===== src/rtl/ysyx_25010008_icache_pkg.sv =====
// Shared definitions for the instruction cache slice.
// Holds bus widths, the controller state encoding, AXI response codes,
// the read-beat payload struct and the core reset PC.
package ysyx_25010008_pkg;

    localparam int unsigned ADDR_W = 32;
    localparam int unsigned DATA_W = 32;
    localparam int unsigned RESP_W = 2;
    localparam int unsigned CNT_W  = 32;

    typedef enum logic [2:0] {
        S_IDLE    = 3'd0,
        S_LOOKUP  = 3'd1,
        S_MISS_AR = 3'd2,
        S_MISS_R  = 3'd3,
        S_RESP    = 3'd4
    } state_t;

    localparam logic [RESP_W-1:0] RESP_OKAY   = 2'd0;
    localparam logic [RESP_W-1:0] RESP_SLVERR = 2'd2;
    localparam logic [RESP_W-1:0] RESP_DECERR = 2'd3;

    localparam logic [ADDR_W-1:0] RESET_PC = 32'h3000_0000;

    // One read-data beat as returned to the IFU.
    typedef struct packed {
        logic [DATA_W-1:0] data;
        logic [RESP_W-1:0] resp;
    } rbeat_t;

endpackage


===== src/rtl/ysyx_25010008_icache_if.sv =====
// AXI-lite read channel (AR + R) bundle.
// master: drives arvalid/araddr/rready; slave: drives arready/rvalid/rdata/rresp.
interface ysyx_25010008_icache_if;
    import ysyx_25010008_pkg::*;

    logic              arvalid;
    logic              arready;
    logic [ADDR_W-1:0] araddr;
    logic              rvalid;
    logic              rready;
    logic [DATA_W-1:0] rdata;
    logic [RESP_W-1:0] rresp;

    modport master (output arvalid, araddr, rready, input arready, rvalid, rdata, rresp);
    modport slave  (input arvalid, araddr, rready, output arready, rvalid, rdata, rresp);

endinterface


===== src/rtl/ysyx_25010008_icache_array.sv =====
// Line storage for the direct-mapped icache: valid/tag/data flops.
// Ports: clock/reset; i_clear flash-invalidates all lines; i_rd_index gives
// a combinational read (o_rd_valid/o_rd_tag/o_rd_data); i_we with
// i_wr_index/i_wr_tag/i_wr_data fills one line on the clock edge.
module ysyx_25010008_icache_array
    import ysyx_25010008_pkg::*;
#(
    parameter  int unsigned INDEX_BITS  = 4,
    parameter  bit          RESET_VALID = 1'b0,
    localparam int unsigned TAG_W       = ADDR_W - INDEX_BITS - 2
) (
    input  logic                  clock,
    input  logic                  reset,
    input  logic                  i_clear,
    input  logic [INDEX_BITS-1:0] i_rd_index,
    output logic                  o_rd_valid,
    output logic [TAG_W-1:0]      o_rd_tag,
    output logic [DATA_W-1:0]     o_rd_data,
    input  logic                  i_we,
    input  logic [INDEX_BITS-1:0] i_wr_index,
    input  logic [TAG_W-1:0]      i_wr_tag,
    input  logic [DATA_W-1:0]     i_wr_data
);

    localparam int unsigned LINES = 1 << INDEX_BITS;

    logic [LINES-1:0]  r_valid;
    logic [TAG_W-1:0]  r_tag  [LINES];
    logic [DATA_W-1:0] r_data [LINES];

    // Valid bits: a clear in the same cycle as a fill leaves the line invalid.
    always_ff @(posedge clock or negedge reset) begin
        if (!reset) begin
            r_valid <= {LINES{RESET_VALID}};
        end else if (i_clear) begin
            r_valid <= '0;
        end else if (i_we) begin
            r_valid[i_wr_index] <= 1'b1;
        end
    end

    // Tag/data payload; contents are meaningless while the valid bit is clear.
    always_ff @(posedge clock) begin
        if (i_we) begin
            r_tag[i_wr_index]  <= i_wr_tag;
            r_data[i_wr_index] <= i_wr_data;
        end
    end

    assign o_rd_valid = r_valid[i_rd_index];
    assign o_rd_tag   = r_tag[i_rd_index];
    assign o_rd_data  = r_data[i_rd_index];

endmodule


===== src/rtl/ysyx_25010008_icache.sv =====
// Direct-mapped, one-word-per-line, read-only instruction cache.
// Ports: clock/reset (async, active low); s_bus = IFU-facing AXI-lite read
// slave; m_bus = memory-facing AXI-lite read master; fence_i invalidates all
// lines; hit_cnt/miss_cnt are wrapping event counters.
module ysyx_25010008_icache
    import ysyx_25010008_pkg::*;
#(
    parameter int unsigned INDEX_BITS  = 4,
    parameter bit          RESET_VALID = 1'b0
) (
    input  logic                  clock,
    input  logic                  reset,
    ysyx_25010008_icache_if.slave  s_bus,
    ysyx_25010008_icache_if.master m_bus,
    input  logic                  fence_i,
    output logic [CNT_W-1:0]      hit_cnt,
    output logic [CNT_W-1:0]      miss_cnt
);

    localparam int unsigned TAG_W   = ADDR_W - INDEX_BITS - 2;
    localparam int unsigned IDX_LSB = 2;

    state_t                    r_state, w_state_nxt;
    logic [ADDR_W-1:IDX_LSB]   r_addr, w_addr_nxt;
    logic                      r_srvalid, w_srvalid_nxt;
    rbeat_t                    r_sbeat, w_sbeat_nxt;
    logic                      r_marvalid, w_marvalid_nxt;
    logic                      r_mrready, w_mrready_nxt;
    logic [CNT_W-1:0]          r_hit_cnt, w_hit_cnt_nxt;
    logic [CNT_W-1:0]          r_miss_cnt, w_miss_cnt_nxt;
    logic                      w_fill;

    logic [INDEX_BITS-1:0]     w_index;
    logic [TAG_W-1:0]          w_tag;
    logic                      w_rd_valid;
    logic [TAG_W-1:0]          w_rd_tag;
    logic [DATA_W-1:0]         w_rd_data;
    logic                      w_hit;
    logic                      w_unused_lsb;

    assign w_index = r_addr[INDEX_BITS+1:IDX_LSB];
    assign w_tag   = r_addr[ADDR_W-1:INDEX_BITS+2];
    assign w_hit   = w_rd_valid && (w_rd_tag == w_tag);

    // Byte offset of the fetch address is irrelevant to a word cache.
    assign w_unused_lsb = ^s_bus.araddr[IDX_LSB-1:0];

    ysyx_25010008_icache_array #(
        .INDEX_BITS  (INDEX_BITS),
        .RESET_VALID (RESET_VALID)
    ) u_array (
        .clock      (clock),
        .reset      (reset),
        .i_clear    (fence_i),
        .i_rd_index (w_index),
        .o_rd_valid (w_rd_valid),
        .o_rd_tag   (w_rd_tag),
        .o_rd_data  (w_rd_data),
        .i_we       (w_fill),
        .i_wr_index (w_index),
        .i_wr_tag   (w_tag),
        .i_wr_data  (m_bus.rdata)
    );

    // State and registered outputs.
    always_ff @(posedge clock or negedge reset) begin
        if (!reset) begin
            r_state    <= S_IDLE;
            r_addr     <= '0;
            r_srvalid  <= 1'b0;
            r_sbeat    <= '0;
            r_marvalid <= 1'b0;
            r_mrready  <= 1'b0;
            r_hit_cnt  <= '0;
            r_miss_cnt <= '0;
        end else begin
            r_state    <= w_state_nxt;
            r_addr     <= w_addr_nxt;
            r_srvalid  <= w_srvalid_nxt;
            r_sbeat    <= w_sbeat_nxt;
            r_marvalid <= w_marvalid_nxt;
            r_mrready  <= w_mrready_nxt;
            r_hit_cnt  <= w_hit_cnt_nxt;
            r_miss_cnt <= w_miss_cnt_nxt;
        end
    end

    // Next-state and next-output decode.
    always_comb begin
        w_state_nxt    = r_state;
        w_addr_nxt     = r_addr;
        w_srvalid_nxt  = r_srvalid;
        w_sbeat_nxt    = r_sbeat;
        w_marvalid_nxt = r_marvalid;
        w_mrready_nxt  = r_mrready;
        w_hit_cnt_nxt  = r_hit_cnt;
        w_miss_cnt_nxt = r_miss_cnt;
        w_fill         = 1'b0;
        unique case (r_state)
            S_IDLE: begin
                if (s_bus.arvalid) begin
                    w_addr_nxt  = s_bus.araddr[ADDR_W-1:IDX_LSB];
                    w_state_nxt = S_LOOKUP;
                end
            end
            S_LOOKUP: begin
                if (w_hit) begin
                    w_sbeat_nxt.data = w_rd_data;
                    w_sbeat_nxt.resp = RESP_OKAY;
                    w_srvalid_nxt    = 1'b1;
                    w_hit_cnt_nxt    = r_hit_cnt + CNT_W'(1);
                    w_state_nxt      = S_RESP;
                end else begin
                    w_marvalid_nxt = 1'b1;
                    w_miss_cnt_nxt = r_miss_cnt + CNT_W'(1);
                    w_state_nxt    = S_MISS_AR;
                end
            end
            S_MISS_AR: begin
                if (m_bus.arready) begin
                    w_marvalid_nxt = 1'b0;
                    w_mrready_nxt  = 1'b1;
                    w_state_nxt    = S_MISS_R;
                end
            end
            S_MISS_R: begin
                if (m_bus.rvalid) begin
                    w_mrready_nxt    = 1'b0;
                    w_sbeat_nxt.data = m_bus.rdata;
                    w_sbeat_nxt.resp = m_bus.rresp;
                    w_srvalid_nxt    = 1'b1;
                    // Errored beats are forwarded but never cached.
                    w_fill           = (m_bus.rresp == RESP_OKAY);
                    w_state_nxt      = S_RESP;
                end
            end
            S_RESP: begin
                if (s_bus.rready) begin
                    w_srvalid_nxt = 1'b0;
                    w_state_nxt   = S_IDLE;
                end
            end
            default: w_state_nxt = S_IDLE;
        endcase
    end

    assign s_bus.arready = (r_state == S_IDLE);
    assign s_bus.rvalid  = r_srvalid;
    assign s_bus.rdata   = r_sbeat.data;
    assign s_bus.rresp   = r_sbeat.resp;
    assign m_bus.arvalid = r_marvalid;
    assign m_bus.araddr  = {r_addr, 2'b00};
    assign m_bus.rready  = r_mrready;
    assign hit_cnt       = r_hit_cnt;
    assign miss_cnt      = r_miss_cnt;

endmodule


===== src/flat_wrapper.sv =====
// flat-port wrapper written by rule: the top's interface ports become plain ports
module ysyx_25010008_icache_flat import ysyx_25010008_pkg::*;
#(
    parameter int unsigned INDEX_BITS  = 4,
    parameter bit          RESET_VALID = 1'b0
)
  (clock, reset, fence_i, hit_cnt, miss_cnt, s_bus_arvalid, s_bus_araddr, s_bus_rready, s_bus_arready, s_bus_rvalid, s_bus_rdata, s_bus_rresp, m_bus_arvalid, m_bus_araddr, m_bus_rready, m_bus_arready, m_bus_rvalid, m_bus_rdata, m_bus_rresp);
  ysyx_25010008_icache_if s_bus_i ();
  ysyx_25010008_icache_if m_bus_i ();
  input  logic clock;
  input  logic reset;
  input  logic fence_i;
  output logic [CNT_W-1:0] hit_cnt;
  output logic [CNT_W-1:0] miss_cnt;
  input wire logic [$bits(s_bus_i.arvalid)-1:0] s_bus_arvalid;
  input wire logic [$bits(s_bus_i.araddr)-1:0] s_bus_araddr;
  input wire logic [$bits(s_bus_i.rready)-1:0] s_bus_rready;
  output wire logic [$bits(s_bus_i.arready)-1:0] s_bus_arready;
  output wire logic [$bits(s_bus_i.rvalid)-1:0] s_bus_rvalid;
  output wire logic [$bits(s_bus_i.rdata)-1:0] s_bus_rdata;
  output wire logic [$bits(s_bus_i.rresp)-1:0] s_bus_rresp;
  output wire logic [$bits(m_bus_i.arvalid)-1:0] m_bus_arvalid;
  output wire logic [$bits(m_bus_i.araddr)-1:0] m_bus_araddr;
  output wire logic [$bits(m_bus_i.rready)-1:0] m_bus_rready;
  input wire logic [$bits(m_bus_i.arready)-1:0] m_bus_arready;
  input wire logic [$bits(m_bus_i.rvalid)-1:0] m_bus_rvalid;
  input wire logic [$bits(m_bus_i.rdata)-1:0] m_bus_rdata;
  input wire logic [$bits(m_bus_i.rresp)-1:0] m_bus_rresp;
  assign s_bus_i.arvalid = s_bus_arvalid;
  assign s_bus_i.araddr = s_bus_araddr;
  assign s_bus_i.rready = s_bus_rready;
  assign s_bus_arready = s_bus_i.arready;
  assign s_bus_rvalid = s_bus_i.rvalid;
  assign s_bus_rdata = s_bus_i.rdata;
  assign s_bus_rresp = s_bus_i.rresp;
  assign m_bus_arvalid = m_bus_i.arvalid;
  assign m_bus_araddr = m_bus_i.araddr;
  assign m_bus_rready = m_bus_i.rready;
  assign m_bus_i.arready = m_bus_arready;
  assign m_bus_i.rvalid = m_bus_rvalid;
  assign m_bus_i.rdata = m_bus_rdata;
  assign m_bus_i.rresp = m_bus_rresp;
  ysyx_25010008_icache #(.INDEX_BITS(INDEX_BITS), .RESET_VALID(RESET_VALID)) u_core (.clock(clock), .reset(reset), .s_bus(s_bus_i), .m_bus(m_bus_i), .fence_i(fence_i), .hit_cnt(hit_cnt), .miss_cnt(miss_cnt));
endmodule

===== config.mk =====
export PLATFORM = sky130hd
export DESIGN_NAME = ysyx_25010008_icache_flat
export DESIGN_NICKNAME = d
export VERILOG_FILES = /design/src/rtl/ysyx_25010008_icache_pkg.sv /design/src/rtl/ysyx_25010008_icache_if.sv /design/src/rtl/ysyx_25010008_icache_array.sv /design/src/rtl/ysyx_25010008_icache.sv /design/src/flat_wrapper.sv
export SDC_FILE = /design/constraint.sdc
export NUM_CORES = 1
export LEC_CHECK = 0
export BUFFER_PORTS_ARGS = -buffer_cell sky130_fd_sc_hd__buf_2
export CORE_MARGIN = 10
export CORE_UTILIZATION = 51
export CTS_CLUSTER_SIZE = 30
export DETAILED_ROUTE_END_ITERATION = 7
export PLACE_DENSITY = 0.7
export SKIP_LAST_GASP = 1
export SYNTH_ARGS = -nofsm -noshare
export SYNTH_HDL_FRONTEND = slang
export SYNTH_HIERARCHICAL = 1
export SYNTH_SLANG_ARGS = --single-unit

===== constraint.sdc =====
create_clock -name clock -period 6.59 [get_ports clock]
set_input_delay 0.659 -clock clock [delete_from_list [all_inputs] [get_ports clock]]
set_output_delay 0.659 -clock clock [all_outputs]
set_load 0.02 [all_outputs]

## After elaboration in Yosys (flattened, before gate mapping)

Memories as Yosys holds them, arrays and structs flattened.
Cells that the tools add are included.

- Add/sub/neg operators: 2
- $mul: 0
- Divide/modulo/power cells: 0
- Magnitude comparators: 2
- Equality and inequality tests: 11
- Shift-type cells: 0
- Mux-type cells: 29
- Bitwise logic cells: 2
- Reductions and logical operators: 17

Operators by type and width:

| cell | count |
|---|---|
| two-way mux 34 bit | 2 |
| case mux 34 bit (2 select lines) | 1 |
| adder 32 x 1 -> 32 bit (second input constant) | 2 |
| two-way mux 16 bit | 2 |
| equality test 26 bit | 1 |
| OR 16 bit | 1 |
| two-way mux 3 bit | 5 |
| case mux 3 bit (5 select lines) | 1 |
| two-way mux 1 bit | 13 |
| inequality test 2 bit (second input constant) | 5 |
| AND reduction 3 bit | 3 |
| AND reduction 4 bit | 2 |
| nonzero test 2 bit | 4 |
| equality test 3 x 2 -> 1 bit (second input constant) | 2 |
| AND reduction 2 bit | 3 |
| less-than comparator 4 x 5 -> 1 bit (second input constant) | 1 |
| binary-select mux 1 bit (select 4 bit) | 1 |
| demux 1 bit (select 4 bit) | 1 |
| >= comparator 4 x 1 -> 1 bit (second input constant) | 1 |
| case mux 1 bit (2 select lines) | 2 |
| equality test 3 x 1 -> 1 bit (second input constant) | 1 |
| equality test 3 bit (second input constant) | 1 |
| zero test 3 bit | 1 |
| case mux 1 bit (3 select lines) | 1 |
| other kinds (5) | 6 |

- Flip-flop bits (word level): 150
- Bits in latches: 0
- Bits in writable memories: 928
- ROM bits: 0
- Input bits: 73
- Output and inout port bits: 134
- Memories kept: 2

Memories:

| name | depth | width | read ports | clocked after Yosys merged registers in | wr ports | RTL line | text |
|---|---|---|---|---|---|---|---|
| u_core.u_array.r_data | 16 | 32 | 1 | 0 | 1 | ysyx_25010008_icache_array.sv:29 | `logic [DATA_W-1:0] r_data [LINES];` |
| u_core.u_array.r_tag | 16 | 26 | 1 | 0 | 1 | ysyx_25010008_icache_array.sv:28 | `logic [TAG_W-1:0] r_tag [LINES];` |

## Depth between registers and ports, before layout

- Word-level depth: 7
- Gate-level depth with buffers: 13
- Gate-level depth less buffers: 9

## Modules after synthesis

Netlist, hierarchy kept.

By module, submodules not included:

| module | instances | cells each | area an instance (µm²) |
|---|---|---|---|
| ysyx_25010008_icache_array | 1 | 1506 | 35401.5 |
| ysyx_25010008_icache | 1 | 552 | 6502.5 |

## Worst setup path after synthesis

Ideal clock, no wire load.

- Path kind: register -> register
- Start point: register u_core.r_state[2]
- End point: memory u_core.u_array.r_data[0][0], enable pin
- Library setup time: 0.545 ns
- Arrival time: 5.848 ns
- Slack: 0.197 ns
- Cell stages (with the launch flop): 9
- Path through: dfrtp_1 buf_2 inv_1 and3_1 buf_2 nand2_1 nor3_1 or3b_2 nor3_1

- Cells in the longest elaborated chain, start to end: 4

RTL lines:

| element | RTL line | text |
|---|---|---|
| start: declaration | ysyx_25010008_icache.sv:23 | `state_t r_state, w_state_nxt;` |
| start signal: assignment | ysyx_25010008_icache.sv:77 | `r_state <= w_state_nxt;` |
| equality test 3 x 2 -> 1 bit | ysyx_25010008_icache.sv:99 | `unique case (r_state)` |
| two-way mux 1 bit | ysyx_25010008_icache.sv:99 |  |
| via u_core.w_fill | ysyx_25010008_icache.sv:31 | `logic w_fill;` |
| two-way mux 1 bit | ysyx_25010008_icache_array.sv:44 | `if (i_we) begin` |
| two-way mux 1 bit (implied by the code) | ysyx_25010008_icache_array.sv:46 | `r_data[i_wr_index] <= i_wr_data;` |
| end: declaration | ysyx_25010008_icache_array.sv:29 |  |

The timed path passes the listed nets, and every way through them passes these cells.

## Worst setup path after layout

- Start point: register u_core/r_addr[2] (netlist name)
- End point: register u_core.r_hit_cnt[16] (netlist: u_core/hit_cnt[16])

- Cells in the longest elaborated chain, start to end: 4

RTL lines:

| element | RTL line | text |
|---|---|---|
| start: declaration | ysyx_25010008_icache.sv:24 | `logic [ADDR_W-1:IDX_LSB] r_addr, w_addr_nxt;` |
| start signal: assignment | ysyx_25010008_icache.sv:78 | `r_addr <= w_addr_nxt;` |
| memory (16 x 26 bit) | -- |  |
| via u_core.w_rd_tag[17] | ysyx_25010008_icache.sv:36 | `logic [TAG_W-1:0] w_rd_tag;` |
| equality test 26 bit | ysyx_25010008_icache.sv:43 | `assign w_hit = w_rd_valid && (w_rd_tag == w_tag);` |
| logical AND 1 bit | ysyx_25010008_icache.sv:43 |  |
| AND reduction 2 bit (no line) | -- |  |
| end signal: assignment | ysyx_25010008_icache.sv:83 | `r_hit_cnt <= w_hit_cnt_nxt;` |
| end: declaration | ysyx_25010008_icache.sv:29 | `logic [CNT_W-1:0] r_hit_cnt, w_hit_cnt_nxt;` |

The timed path passes the listed nets, and every way through them passes these cells. The select of a mux whose other input is x is not followed.
A chain may end at the register's enable or synchronous reset.

==> reports/qor.yml <==
status:
  status: "finished clean"
floorplan:
  die_height_um: 307
  core_um2: 81700
  start_util: 0.513
  die_x_um: 307
  fp-row-count: 105
  die-area_um2: 94000
  pin_count: 207
cells_and_area:
  final_util: 0.588
  final_cell_mix: "edfxtp_1 (928), mux4_2 (236), buf_2 (201)"
  multi_input_area_um2: 9810
  areaGrowthSynthToFinish_pct: 14.7
  stdcell_count: 3493
  drive_gt1_frac: 0.326
  final_common_cell: "edfxtp_1"
  layout.area.seq_um2: 31600
  n_antenna_cell: 0
  fillers: 5854
  nets: 2404
critical_path:
  worstPathArrival_ns: 5.67
  startpoint_type: "flip-flop"
  worst_setup_path_end_kind: "flip-flop"
  worstSetupPathType: "reg -> reg"
  cp_data_required_time_ns: 7.17
  crit_fanout: 39
place:
  gp_congestion: 0.842
  dp_hpwl_um: 54300
  port_buffers: 202
  dpl.cell_count: 3290
pwr:
  power_density_nw_per_um2: 419
  swShare: 0.304
  power_mw: 20.1
  p_comb_frac: 0.268
  ir_drop_uv: 263
  switching_power_mw: 6.12
  clkPwrFrac: 0.300
  seqPwrFrac: 0.432
  intPower_mw: 14.0
  power.leakage_nw: 16.5
logic_synthesis:
  seq_area_frac_synth: 0.755
  synth.distinct_cells: 53
  yosysWarnings: 6
  yosysTopAreaCell: "edfxtp_1"
  async_flop_share: 0.139
  syn_inst: 2058
  yosys.area.top_type_share: 0.665
  avgSynthCellArea_um2: 20.4
  syn_area_um2: 41900
  synth_edf_count: 928
  yosys-top-cells-area: "edfxtp_1 (67%), mux4_2 (13%), dfrtp_1 (9.0%), mux2_2 (2.3%), a22oi_1 (2.1%)"
  synth_seq_cells: 1078
  ys.flop_type: "edfxtp_1"
detailed_routing:
  drtIter0Drc: 2521
  wire_per_inst_um: 28.2
  via_per_inst: 6.19
  routed_wl_um: 98400
  drcViolationCount: 0
  drtPass1Iterations: 6
  drtAntennaViolNets: 0
  vias: 21600
sta:
  setup_violations: 0
  min_period_over_period: 0.772
  skew_ns: 0.0285
  tightestPinTransition_ns: 1.23
  clock.fmax_ghz: 0.197
  period_needed_ns: 5.09
  tns_ns: 0
  relSlewSlack: 0.179
  slew_violations: 0
  hold_viol_final: 0
  rsz0062_at_grt: "false"
global_routing:
  grt_pass1_wl_um: 147000
  globalRouteTotalUtil: 0.209
  antenna_found_initial: 4
  grt-ovfl-total: 0
  grt_max_degree: 82
  grt_pass1_vias: 22500
clocking:
  cts_resized: 0
  clk_pin_slew_ns: 0.06
  cts_tree: "done"
  cts.sinks: 1078
  postCtsSetupBuffers: 0
  clockBufferDepth: 3
  clk_latency_ns: 0.68
  cts-root-buf: "clkbuf_16"
  cts_buffers: 107
  htree_levels: 3
  cts_hold_buf: 0
min_path:
  hp-class: "in -> async"
flow_run:
  max_cap_violations: 0
[Yosys cell counts, drive strengths merged, types with 4 or more instances]
master	count
nor2	56
o21ai	7
mux2	91
nor2b	8
buf	53
a22oi	119
a31oi	4
nor4	15
xor2	38
nand2	89
nand3	31
mux4	236
and3	6
xnor2	42
clkbuf	53
nor3	30
inv	23
edfxtp	928
and4	6
a21oi	14
dfrtp	150
nand4	25
nand2b	4
[layer usage]
layer	part of all wire	wire [um]	global-route usage
met1	0.41	39900	0.291
met2	0.48	47600	0.335
met3	0.094	9220	0.0465
met4	0.017	1660	0.0542
met5	0.00022	22	0
[kinds of logic after synthesis]
| family | after synthesis | synth area share |
|---|---|---|
| buf+inv | 129 | 0.0146 |
| xor+xnor | 80 | 0.0167 |
| flops | 1078 | 0.755 |
| other cells | 1 | 0.0000895 |
| compound gates | 154 | 0.0268 |
| simple gates | 284 | 0.0346 |
| fa+ha+maj | 2 | 0.000597 |
| mux | 330 | 0.152 |
[cell type report]
class | instances | share of cell area
Clock buffer | 150 | 0.0625
Clock inverter | 53 | 0.0112
Inverter | 23 | 0.00180
Multi-Input combinational cell | 852 | 0.204
Sequential cell | 1078 | 0.658
Tap cell | 1070 | 0.0278
Timing Repair Buffer | 267 | 0.0347
[critical path, stage by stage (launching register included)]
cell and delay (ns):
dfrtp_4 0.96, buf_4 0.50, mux4_2 0.56, a22oi_1 0.28, nand2_1 0.13, xnor2_1 0.39, o221ai_2 0.20, nor4_4 0.63
nand4_2 0.59, nor4_1 0.51, xor2_1 0.19
[metrics by stage]
| stage | cell area [um^2] | hold slack (ns) | worst slack (ns) |
|---|---|---|---|
| 6_report | 48100 | 0.0784 | 1.50 |
| 5_1_grt | 48100 | 0.142 | 1.14 |
| 4_1_cts | 48100 | 0.0967 | 1.52 |
| 2_1_floorplan | 41900 | 0.363 | 0.197 |
| 3_3_place_gp | 44500 | 0.451 | 1.72 |
| 3_5_place_dp | 44500 | 0.459 | 1.58 |
[sequential cells by signal (all words and copies together), names as in the netlist]
signal	count
u_core/u_array/r_data	512
u_core/u_array/r_tag	416
u_core/hit_cnt	32
u_core/miss_cnt	32
u_core/s_bus.rdata	32
u_core/r_addr	30
u_core/u_array/r_valid	16
u_core/r_state	3
u_core/s_bus.rresp	2
u_core/m_bus.arvalid	1
u_core/m_bus.rready	1
u_core/s_bus.rvalid	1
[power by group through the flow]
stage	Combinational, mW	Sequential [mW]	Clock (mW)
3_5_place_dp	5.44	8.84	0
4_1_cts	5.46	8.70	6.15
2_1_floorplan	3.58	8.86	0
3_3_place_gp	5.36	8.79	0
6_report	5.40	8.69	6.04
5_1_grt	5.79	8.78	6.43
[worst paths after layout]
| kind | start | endpoint | slack, ns | depth (start not counted) |
|---|---|---|---|---|
| worst max-delay path | u_core/r_addr[2] | u_core/hit_cnt[16] | 1.50 | 10 |
| worst min-delay path | reset | u_core/miss_cnt[29] | 0.08 | 1 |
| worst max register to register | u_core/r_addr[2] | u_core/hit_cnt[16] | 1.50 | 10 |
| worst min register to register | u_core/hit_cnt[31] | u_core/hit_cnt[31] | 0.47 | 1 |
| max in group asynchronous | reset | u_core/s_bus.rresp[1] | 4.90 | 2 |
| min in group clock | s_bus_rready | u_core/r_state[2] | 0.20 | 2 |
No activity file was read; power rests on OpenSTA's default activity.
